[config.mk]
export PLATFORM = sky130hd
export DESIGN_NAME = noise_vga_scanout_flat
export DESIGN_NICKNAME = d
export VERILOG_FILES = /design/src/rtl/noise_vga_scanout_pkg.sv /design/src/rtl/noise_vga_scanout_if.sv /design/src/rtl/noise_vga_scanout_delay_line.sv /design/src/rtl/noise_vga_scanout.sv /design/src/flat_wrapper.sv
export SDC_FILE = /design/constraint.sdc
export NUM_CORES = 1
export LEC_CHECK = 0
export BUFFER_PORTS_ARGS = -buffer_cell sky130_fd_sc_hd__buf_2
export CELL_PAD_IN_SITES_DETAIL_PLACEMENT = 1
export CELL_PAD_IN_SITES_GLOBAL_PLACEMENT = 2
export CORE_UTILIZATION = 39
export CTS_CLUSTER_SIZE = 24
export DETAILED_ROUTE_END_ITERATION = 16
export PLACE_DENSITY_LB_ADDON = 0.1
export SYNTH_ARGS = -nofsm -noshare
export SYNTH_HDL_FRONTEND = slang
export SYNTH_SLANG_ARGS = --single-unit
[constraint.sdc]
create_clock -name clk -period 7.8 [get_ports clk]
set_input_delay 0.39 -clock clk [delete_from_list [all_inputs] [get_ports clk]]
set_output_delay 0.39 -clock clk [all_outputs]
set_load 0.005 [all_outputs]
[src/rtl/noise_vga_scanout_pkg.sv]
// Shared timing defaults, the latency-aligned control bundle and the dither/palette helpers
// used by the VGA noise scan-out.
package noise_vga_pkg;

  localparam int NOISE_LAT = 3;

  localparam int H_ACTIVE     = 640;
  localparam int H_FP         = 16;
  localparam int H_SYNC       = 96;
  localparam int H_BP         = 48;
  localparam int H_TOTAL      = H_ACTIVE + H_FP + H_SYNC + H_BP;
  localparam int H_SYNC_START = H_ACTIVE + H_FP;
  localparam int H_SYNC_END   = H_SYNC_START + H_SYNC;

  localparam int V_ACTIVE     = 480;
  localparam int V_FP         = 10;
  localparam int V_SYNC       = 2;
  localparam int V_BP         = 33;
  localparam int V_TOTAL      = V_ACTIVE + V_FP + V_SYNC + V_BP;
  localparam int V_SYNC_START = V_ACTIVE + V_FP;
  localparam int V_SYNC_END   = V_SYNC_START + V_SYNC;

  typedef struct packed {
    logic hsync;
    logic vsync;
    logic display_on;
    logic h0;
    logic v0;
  } align_t;

  localparam align_t ALIGN_IDLE = '{hsync: 1'b1, vsync: 1'b1, display_on: 1'b0, h0: 1'b0, v0: 1'b0};

  typedef struct packed {
    logic [1:0] r;
    logic [1:0] g;
    logic [1:0] b;
  } rgb_t;

  // 2x2 ordered-dither threshold indexed by the pixel's x/y parity.
  function automatic logic [1:0] bayer_threshold(input logic h0, input logic v0);
    logic [1:0] t;
    case ({h0, v0})
      2'b00:   t = 2'd0;
      2'b10:   t = 2'd2;
      2'b01:   t = 2'd3;
      default: t = 2'd1;
    endcase
    return t;
  endfunction

  // nib = noise[7:4]: upper pair is the coarse level, lower pair the fraction.
  function automatic logic [1:0] dither(input logic [3:0] nib, input logic h0, input logic v0);
    logic [2:0] sum;
    sum = {1'b0, nib[3:2]} + {2'b00, (nib[1:0] > bayer_threshold(h0, v0))};
    return (sum > 3'd3) ? 2'd3 : sum[1:0];
  endfunction

  function automatic rgb_t palette(input logic [1:0] qp);
    rgb_t p;
    p.b = qp;
    p.g = (qp >= 2'd2) ? qp - 2'd1 : 2'd0;
    p.r = (qp == 2'd3) ? 2'd3 : 2'd0;
    return p;
  endfunction

endpackage

[src/rtl/noise_vga_scanout_if.sv]
// Coordinate/result bus between the scan-out (master) and the noise generator (slave).
interface noise_vga_scanout_if;
  logic [9:0] noise_x;
  logic [9:0] noise_y;
  logic [7:0] noise_in;

  modport master (output noise_x, output noise_y, input noise_in);
  modport slave  (input noise_x, input noise_y, output noise_in);
endinterface

[src/rtl/noise_vga_scanout_delay_line.sv]
// Fixed-depth shift register; every stage resets to rst_val_i so the tap reads a
// known idle value until real data has propagated through.
module scan_delay_line #(
  parameter int WIDTH = 5,
  parameter int DEPTH = 3
) (
  input  logic             clk,
  input  logic             rst_n,
  input  logic [WIDTH-1:0] rst_val_i,
  input  logic [WIDTH-1:0] d_i,
  output logic [WIDTH-1:0] q_o
);

  logic [WIDTH-1:0] stage_q [DEPTH];

  always_ff @(posedge clk or negedge rst_n) begin
    if (!rst_n) begin
      for (int i = 0; i < DEPTH; i++) stage_q[i] <= rst_val_i;
    end else begin
      stage_q[0] <= d_i;
      for (int i = 1; i < DEPTH; i++) stage_q[i] <= stage_q[i-1];
    end
  end

  assign q_o = stage_q[DEPTH-1];

endmodule

[src/rtl/noise_vga_scanout.sv]
// VGA scan-out for the noise path: raster counters, coordinate registers, sync/blank
// alignment to the generator latency, and the dithered 2-bit-per-channel output stage.
module noise_vga_scanout
  import noise_vga_pkg::*;
#(
  parameter int HACT = H_ACTIVE,
  parameter int HFP  = H_FP,
  parameter int HSW  = H_SYNC,
  parameter int HBP  = H_BP,
  parameter int VACT = V_ACTIVE,
  parameter int VFP  = V_FP,
  parameter int VSW  = V_SYNC,
  parameter int VBP  = V_BP,
  parameter int LAT  = NOISE_LAT
) (
  input  logic                       clk,
  input  logic                       rst_n,
  input  logic                       scroll_en_i,
  noise_vga_scanout_if.master        noise,
  output logic                       hsync_o,
  output logic                       vsync_o,
  output logic [1:0]                 r_o,
  output logic [1:0]                 g_o,
  output logic [1:0]                 b_o,
  output logic                       frame_start_o,
  output logic [7:0]                 frame_cnt_o
);

  localparam logic [9:0] H_LAST  = 10'(HACT + HFP + HSW + HBP - 1);
  localparam logic [9:0] V_LAST  = 10'(VACT + VFP + VSW + VBP - 1);
  localparam logic [9:0] HS_BEG  = 10'(HACT + HFP);
  localparam logic [9:0] HS_END  = 10'(HACT + HFP + HSW);
  localparam logic [9:0] VS_BEG  = 10'(VACT + VFP);
  localparam logic [9:0] VS_END  = 10'(VACT + VFP + VSW);
  localparam logic [9:0] H_VIS   = 10'(HACT);
  localparam logic [9:0] V_VIS   = 10'(VACT);

  logic [9:0] hpos_q, hpos_d, vpos_q, vpos_d;
  logic [9:0] nx_q, nx_d, ny_q;
  logic [7:0] fcnt_q, fcnt_d;
  logic       fstart_q;
  logic       line_end, frame_end;
  align_t     raw_bundle, dly_bundle;
  logic [$bits(align_t)-1:0] dly_bits;
  rgb_t       pix_d, pix_q;
  logic       hsync_q, vsync_q;
  logic       unused_noise_lsb;

  always_comb begin
    line_end  = (hpos_q == H_LAST);
    frame_end = line_end && (vpos_q == V_LAST);
    hpos_d    = line_end ? 10'd0 : hpos_q + 10'd1;
    vpos_d    = vpos_q;
    if (line_end) vpos_d = frame_end ? 10'd0 : vpos_q + 10'd1;
    fcnt_d    = frame_end ? fcnt_q + 8'd1 : fcnt_q;
    // Offset uses the next frame count so the first pixel of a frame already scrolls.
    nx_d      = hpos_d + (scroll_en_i ? {2'b00, fcnt_d} : 10'd0);
  end

  always_ff @(posedge clk or negedge rst_n) begin
    if (!rst_n) begin
      hpos_q   <= '0;
      vpos_q   <= '0;
      nx_q     <= '0;
      ny_q     <= '0;
      fcnt_q   <= '0;
      fstart_q <= 1'b0;
    end else begin
      hpos_q   <= hpos_d;
      vpos_q   <= vpos_d;
      nx_q     <= nx_d;
      ny_q     <= vpos_d;
      fcnt_q   <= fcnt_d;
      fstart_q <= frame_end;
    end
  end

  always_comb begin
    raw_bundle.hsync      = !((hpos_q >= HS_BEG) && (hpos_q < HS_END));
    raw_bundle.vsync      = !((vpos_q >= VS_BEG) && (vpos_q < VS_END));
    raw_bundle.display_on = (hpos_q < H_VIS) && (vpos_q < V_VIS);
    raw_bundle.h0         = hpos_q[0];
    raw_bundle.v0         = vpos_q[0];
  end

  scan_delay_line #(
    .WIDTH ($bits(align_t)),
    .DEPTH (LAT)
  ) u_align (
    .clk       (clk),
    .rst_n     (rst_n),
    .rst_val_i (ALIGN_IDLE),
    .d_i       (raw_bundle),
    .q_o       (dly_bits)
  );

  assign dly_bundle       = dly_bits;
  assign unused_noise_lsb = ^noise.noise_in[3:0];

  always_comb begin
    pix_d = '0;
    if (dly_bundle.display_on)
      pix_d = palette(dither(noise.noise_in[7:4], dly_bundle.h0, dly_bundle.v0));
  end

  always_ff @(posedge clk or negedge rst_n) begin
    if (!rst_n) begin
      hsync_q <= 1'b1;
      vsync_q <= 1'b1;
      pix_q   <= '0;
    end else begin
      hsync_q <= dly_bundle.hsync;
      vsync_q <= dly_bundle.vsync;
      pix_q   <= pix_d;
    end
  end

  assign noise.noise_x = nx_q;
  assign noise.noise_y = ny_q;
  assign hsync_o       = hsync_q;
  assign vsync_o       = vsync_q;
  assign r_o           = pix_q.r;
  assign g_o           = pix_q.g;
  assign b_o           = pix_q.b;
  assign frame_start_o = fstart_q;
  assign frame_cnt_o   = fcnt_q;

endmodule

[src/flat_wrapper.sv]
// flat-port wrapper written by rule: the top's interface ports become plain ports
module noise_vga_scanout_flat import noise_vga_pkg::*;
#(
  parameter int HACT = H_ACTIVE,
  parameter int HFP  = H_FP,
  parameter int HSW  = H_SYNC,
  parameter int HBP  = H_BP,
  parameter int VACT = V_ACTIVE,
  parameter int VFP  = V_FP,
  parameter int VSW  = V_SYNC,
  parameter int VBP  = V_BP,
  parameter int LAT  = NOISE_LAT
)
  (clk, rst_n, scroll_en_i, hsync_o, vsync_o, r_o, g_o, b_o, frame_start_o, frame_cnt_o, noise_noise_x, noise_noise_y, noise_noise_in);
  noise_vga_scanout_if noise_i ();
  input  logic clk;
  input  logic rst_n;
  input  logic scroll_en_i;
  output logic hsync_o;
  output logic vsync_o;
  output logic [1:0] r_o;
  output logic [1:0] g_o;
  output logic [1:0] b_o;
  output logic frame_start_o;
  output logic [7:0] frame_cnt_o;
  output wire logic [$bits(noise_i.noise_x)-1:0] noise_noise_x;
  output wire logic [$bits(noise_i.noise_y)-1:0] noise_noise_y;
  input wire logic [$bits(noise_i.noise_in)-1:0] noise_noise_in;
  assign noise_noise_x = noise_i.noise_x;
  assign noise_noise_y = noise_i.noise_y;
  assign noise_i.noise_in = noise_noise_in;
  noise_vga_scanout #(.HACT(HACT), .HFP(HFP), .HSW(HSW), .HBP(HBP), .VACT(VACT), .VFP(VFP), .VSW(VSW), .VBP(VBP), .LAT(LAT)) u_core (.clk(clk), .rst_n(rst_n), .scroll_en_i(scroll_en_i), .noise(noise_i), .hsync_o(hsync_o), .vsync_o(vsync_o), .r_o(r_o), .g_o(g_o), .b_o(b_o), .frame_start_o(frame_start_o), .frame_cnt_o(frame_cnt_o));
endmodule
==> impl_metrics.tcl, run 1 <==
set metrics [dict create \
    clk_latency_ns 0.34 \
    grt_setup_unrepaired "false" \
    fin_skew_ns 0.007391 \
    antenna_found_initial 0 \
    clkPwrFrac_pct 51.0 \
    netlist_top_cells_count "dfrtp_1 (52), ha_1 (18), nand2_1 (16)" \
    tns_ns 0 \
    yosysTopAreaCellShare_pct 46.59 \
    wl_mm 5.817 \
    reg2regPathDepth 13 \
    clock_sinks 60 \
    min_path_type "in2async" \
    die_width_um 86.62 \
    clk_pin_slew_ns 0.07 \
    synth.most_common_cell "dfrtp_1" \
    grt-ovfl-total 0 \
    syn_nets 271 \
    yosysSeqAreaShare_pct 54.12 \
    grt_max_degree 61 \
    holdWs_ns 0.1943 \
    internal-power_uw 533.6 \
    dp_hpwl_mm 4.068 \
    num_antenna_cells 0 \
    drt_first_pass_iters 4 \
    switching_share_pct 21.08 \
    root_buffer "clkbuf_8" \
    first_global_vias 2028 \
    synth_cell_types 45 \
    routedWlPerCell_um 14.84 \
    setup_viol 0 \
    cp_max_fo 11 \
    io_pins 48 \
    irDropWorstVdd_uv 99.34 \
    fin_nets 321 \
    relSlewSlack_pct 49.83 \
    setup_slack_ns 3.862 \
    finalHoldViolCount 0 \
    nFillCells 764 \
    worst_slew_pin_slew_ns 0.7526 \
    dr.first_iter.drc_count 72 \
    port_buffers 43 \
    post_cts_buffers 0 \
    yosys_most_used_dff "dfrtp_1" \
    grt_first_pass_wirelength_mm 9.825 \
    synth_top_area_cell "dfrtp_1" \
    synthCells 241 \
    status "finished clean" \
    drv_slew 0 \
    cp-end-kind "register" \
    p_seq_share_pct 46.4 \
    critical_path_arrival_ns 4.16 \
    start_kind "register" \
    vias_per_cell 4.939 \
    yosys-top-cells-area "dfrtp_1 (47%), ha_1 (8.1%), dfstp_2 (7.5%), xnor2_1 (4.7%), xor2_1 (3.1%)" \
    cp.required_ns 8.02 \
    htree_levels 3 \
    cts_tree "done" \
    fp-row-count 30 \
    die_area_sq_um 7503 \
    num_vias 1936 \
    synthArstFlopShare_pct 100.0 \
    die_h_um 86.62 \
    max_cap_viol_count 0 \
    mappedNetlistArea_sq_um 2793 \
    drive_gt1_share_pct 26.35 \
    dp_slack_ns 3.818 \
    start_util_pct 40.66 \
    max_freq_mhz 254.0 \
    cts_hold_buf 0 \
    area_growth_pct 19.89 \
    power.switching_uw 142.6 \
    period_share_pct 50.48 \
    reg2reg_slack_ns 3.86 \
    ant_nets 0 \
    core_sq_um 6869 \
    power.density_nw_per_um2 202.0 \
    avgSynthCellArea_sq_um 11.59 \
    combPwrFrac_pct 2.5 \
    grt_usage_pct 17.88 \
    routabilityCongestion 0.7516 \
    worstSetupPathType "reg2reg" \
    power_uw 676.2 \
    period_needed_ns 3.938 \
    yosysWarnings 0 \
    synth.ff_latch_count 60 \
    cts_resized 0 \
    synth-edff-count 0 \
    p_leak_nw 1.694 \
    drc_errors 0 \
    clk_path_buf_depth 2 \
    fin_util_pct 48.74 \
    cts_made_buffers 9 \
]
==> flip-flops by register name (all words and copies together), names as in the netlist <==
| signal | flops |
|---|---|
| u_core.b_o | 2 |
| u_core.frame_cnt_o | 8 |
| u_core.frame_start_o | 1 |
| u_core.g_o | 1 |
| u_core.hpos_q | 10 |
| u_core.hsync_o | 1 |
| u_core.noise.noise_x | 10 |
| u_core.r_o | 1 |
| u_core.u_align.q_o | 5 |
| u_core.u_align.stage_q | 10 |
| u_core.vpos_q | 10 |
| u_core.vsync_o | 1 |
==> routing by layer <==
metal	share of wire, %	GRT usage (%)	up-vias
met1	48	23.64	950
li1	-	-	940
met3	3.1	4.286	9
met2	47	27.42	37
met4	2.0	9.091	0
met5	0	0	-
==> cells in the final DEF, fill, tap and decap left out, types with 4 or more instances in the layout <==
cell,count
nor2_1,11
ha_1,18
dfrtp_1,52
nand3_1,12
xor2_1,10
and2_1,10
xnor2_1,15
buf_2,43
dfstp_2,8
a21o_1,4
nand4_1,8
clkbuf_8,9
a21oi_1,9
nor3_1,6
inv_1,10
o21ai_0,10
nand2_1,16
==> logic make-up after synthesis <==
| group | Yosys count | share of synthesized area (%) |
|---|---|---|
| AOI/OAI and AO/OA | 36 | 8.199 |
| xor gates and xnor gates | 25 | 7.841 |
| adders and majority gates | 19 | 8.782 |
| buffers and inverters | 16 | 2.867 |
| DFF | 60 | 54.12 |
| muxes | 2 | 0.7616 |
| and+or+nand+nor | 83 | 17.43 |
==> per-stage QoR <==
stage	cell area (sq um)	cells
floorplan	2793	241
global placement	3100	376
detailed placement	3100	376
CTS	3348	392
global route	3348	392
finish	3348	392
==> final timing paths <==
kind,startpoint,to
worst min register to register,u_core.u_align.stage_q[12],u_core.u_align.stage_q[7]
min in group clk,noise_noise_in[7],u_core.b_o[1]
worst max register to register,u_core.vpos_q[0],u_core.noise.noise_x[8]
max in group asynchronous,rst_n,u_core.frame_cnt_o[7]
worst min-delay path,rst_n,u_core.u_align.stage_q[5]
worst max-delay path,u_core.vpos_q[0],u_core.noise.noise_x[8]
==> critical path, stage by stage, from the launching register on <==
cell and delay [ns]:
dfrtp_1 0.46, inv_1 0.09, ha_1 0.16, nand4_1 0.13, or4_4 0.63, nor2_1 0.29, mux2_2 0.39, and2_1 0.19
fa_1 0.43, a21o_1 0.20, a211o_1 0.30, a21oi_1 0.23, o21ai_0 0.15, xor2_1 0.16
==> area by class of cell <==
cell class                      instances  area [sq um]  area share, %
Sequential cell                        60          1511          45.14
Multi-Input combinational cell        165          1201          35.87
Timing Repair Buffer                   45         230.2          6.876
Clock buffer                            9         123.9          3.700
Clock inverter                          7         123.9          3.700
Tap cell                               96         120.1          3.587
Inverter                               10         37.54          1.121
==> power groups by stage <==
stage	registers [mW]	logic (mW)	clock network, mW
detailed placement	0.320	0.0180	0
finish	0.314	0.0171	0.345
global placement	0.320	0.0175	0
floorplan	0.320	0.00623	0
CTS	0.314	0.0181	0.356
global route	0.314	0.0203	0.370
Power figures use the tool's default switching activity.
==> run 2, diff against run 1 <==
CORE_UTILIZATION = 33   (was 39)
clock period = 3.51 ns   (was 7.8 ns; I/O delays follow)
==> run 2 against run 1 <==
Sequential power up 120%. Via count grew 6.7%. Utilization fell by 5.5 points. Register-to-register slack got worse by 3.7 ns. Routed wire length is 8.5% higher.
==> impl_metrics.tcl, run 2 (synthesis gave the netlist of run 1 again) <==
set metrics [dict create \
    start_kind "register" \
    setup_viol 0 \
    worst_slew_pin_slew_ns 0.6546 \
    min_path_type "in2reg" \
    htree_levels 3 \
    cts_tree "done" \
    finalHoldViolCount 0 \
    final_common_cell "dfrtp_1" \
    grt_max_degree 33 \
    start_util_pct 33.99 \
    routabilityCongestion 0.7567 \
    num_antenna_cells 0 \
    grt_first_pass_wirelength_mm 10.73 \
    core_sq_um 8217 \
    grt_usage_pct 16.21 \
    cp.required_ns 3.74 \
    drv_slew 0 \
    dp_hpwl_mm 4.696 \
    cts_made_buffers 9 \
    status "finished clean" \
    area_growth_pct 27.37 \
    die_area_sq_um 8834 \
    drc_errors 0 \
    die_width_um 93.99 \
    routedWlPerCell_um 14.75 \
    max_freq_mhz 295.6 \
    clk_pin_slew_ns 0.07 \
    dr.first_iter.drc_count 42 \
    fin_skew_ns 0.01027 \
    clock_sinks 60 \
    first_global_vias 2167 \
    wl_mm 6.313 \
    fin_nets 348 \
    vias_per_cell 4.825 \
    clk_latency_ns 0.34 \
    irDropWorstVdd_uv 161.4 \
    grt-ovfl-total 0 \
    drive_gt1_share_pct 34.37 \
    power_mw 1.365 \
    cp_max_fo 2 \
    max_cap_viol_count 0 \
    drt_first_pass_iters 4 \
    holdWs_ns 0.1150 \
    port_buffers 43 \
    antenna_found_initial 0 \
    period_share_pct 96.38 \
    num_vias 2065 \
    period_needed_ns 3.383 \
    clk_path_buf_depth 2 \
    ant_nets 0 \
    tns_ns 0 \
    p_leak_nw 1.806 \
    cp-end-kind "register" \
    die_h_um 93.99 \
    nFillCells 935 \
    root_buffer "clkbuf_8" \
    final_cell_mix "dfrtp_1 (52), buf_2 (43), buf_4 (28)" \
    worstSetupPathType "reg2reg" \
    fp-row-count 33 \
    relSlewSlack_pct 56.36 \
    power.density_nw_per_um2 383.6 \
    io_pins 48 \
    critical_path_arrival_ns 3.61 \
]
run 2: worst paths after layout:
kind | from | endpoint | slack (ns) | cells past startpoint
worst max register to register | u_core.vpos_q[4] | u_core.noise.noise_x[9] | 0.13 | 11
max in group asynchronous | rst_n | u_core.u_align.stage_q[14] | 2.21 | 3
worst min-delay path | noise_noise_in[7] | u_core.b_o[1] | 0.12 | 2
worst min register to register | u_core.u_align.stage_q[6] | u_core.u_align.q_o[1] | 0.35 | 0
worst max-delay path | u_core.vpos_q[4] | u_core.noise.noise_x[9] | 0.13 | 11
min in group asynchronous | rst_n | u_core.u_align.stage_q[10] | 0.39 | 2
run 2: layout make-up:
cell class	instances	area [sq um]	area share, %
inverter	10	37.54	1.055
sequential	60	1511	42.49
timing repair buffer	72	435.4	12.24
clock inverter	7	76.32	2.146
tap	105	131.4	3.693
multi-input combinational	165	1241	34.89
clock buffer	9	123.9	3.482
run 2: power breakdown:
| part | switching [mW] | internal [mW] |
|---|---|---|
| Clock | 0.297 | 0.331 |
| Combinational | 0.0249 | 0.0143 |
| Sequential | 0.00133 | 0.696 |
| Total | 0.323 | 1.04 |
run 2: timing repair:
item	in CTS	in global routing
pin swaps	0	5
hold buffers	1	0
setup endpoints to repair	3	3
endpoints found under the hold margin	25	0
setup buffers	0	2
resized for setup	2	8
run 2: through the flow:
stage / worst slack [ns] / instances / util, % / area, sq um
CTS: 0.02188 / 426 / 42.71 / 3510
floorplan: 0.07499 / 241 / - / 2793
global route: -0.01344 / 428 / 43.29 / 3557
detailed placement: -0.04187 / 409 / 40.06 / 3292
finish: 0.1270 / 428 / 43.29 / 3557
global placement: 0.01429 / 409 / 40.06 / 3292
run 2: worst max-delay path, stage by stage, from the launching register on:
cell      delay [ns]
dfrtp_1         0.39
or3_4           0.40
or4_4           0.51
nor2_4          0.14
mux2_2          0.36
and2_1          0.22
ha_4            0.23
a211o_1         0.30
o211ai_1        0.15
a21oi_2         0.12
o311a_1         0.32
xor2_1          0.14
run 2: metal layers:
layer / track usage (%) / vias to the layer above / share of wire (%)
met4: 7.308 / 0 / 1.9
met3: 2.913 / 10 / 2.7
met1: 21.40 / 1026 / 47
li1: - / 993 / -
met2: 25.79 / 36 / 49
met5: 0 / - / 0
==> run 3, diff against run 2 <==
CELL_PAD_IN_SITES_DETAIL_PLACEMENT = unset   (was 1)
CELL_PAD_IN_SITES_GLOBAL_PLACEMENT = unset   (was 2)
CORE_UTILIZATION = unset   (was 33)
PLACE_DENSITY_LB_ADDON = unset   (was 0.1)
SLEW_MARGIN = 10   (was unset)
SYNTH_HIERARCHICAL = 1   (was unset)
==> run 3 against run 2 <==
The flow now stops in synthesis.
==> impl_metrics.tcl, run 3 <==
set metrics [dict create \
    synth.most_common_cell "dfrtp_1" \
    error "ERROR: Found 15 problems in 'check -assert'." \
    synthArstFlopShare_pct 100.0 \
    yosys_most_used_dff "dfrtp_1" \
    yosys-top-cells-area "dfrtp_1 (44%), ha_1 (9.7%), xor2_1 (5.0%), xnor2_1 (4.6%), nor2_1 (2.9%)" \
    synth.ff_latch_count 45 \
    synth_top_area_cell "dfrtp_1" \
    lastStage "synthesis" \
    ys_chip_area_sq_um 2459 \
    yosysWarnings 0 \
    yosysSeqAreaShare_pct 45.90 \
    yosysTopAreaCellShare_pct 43.77 \
    yosysCellCount 235 \
    netlist_top_cells_count "dfrtp_1 (43), ha_1 (19), nor2_1 (19)" \
    status "did not finish" \
    synth_cell_types 46 \
    synth-edff-count 0 \
]
-- run 3: cell types whose count changed after synthesis, sizes merged, moves of 4 or more --
cell   change
nor2       +9
buf        +5
nand2      -6
xor2       +4
dfstp      -6
dfrtp      -9
-- run 3: cell families after synthesis --
| kind of cell | Yosys count | synth area share (%) |
|---|---|---|
| fa+ha+maj | 20 | 10.48 |
| other cells | 2 | 0.3055 |
| mux | 3 | 1.323 |
| buf+inv | 23 | 5.089 |
| xor+xnor | 27 | 9.618 |
| flops | 45 | 45.90 |
| simple gates | 83 | 19.03 |
| compound gates | 32 | 8.245 |
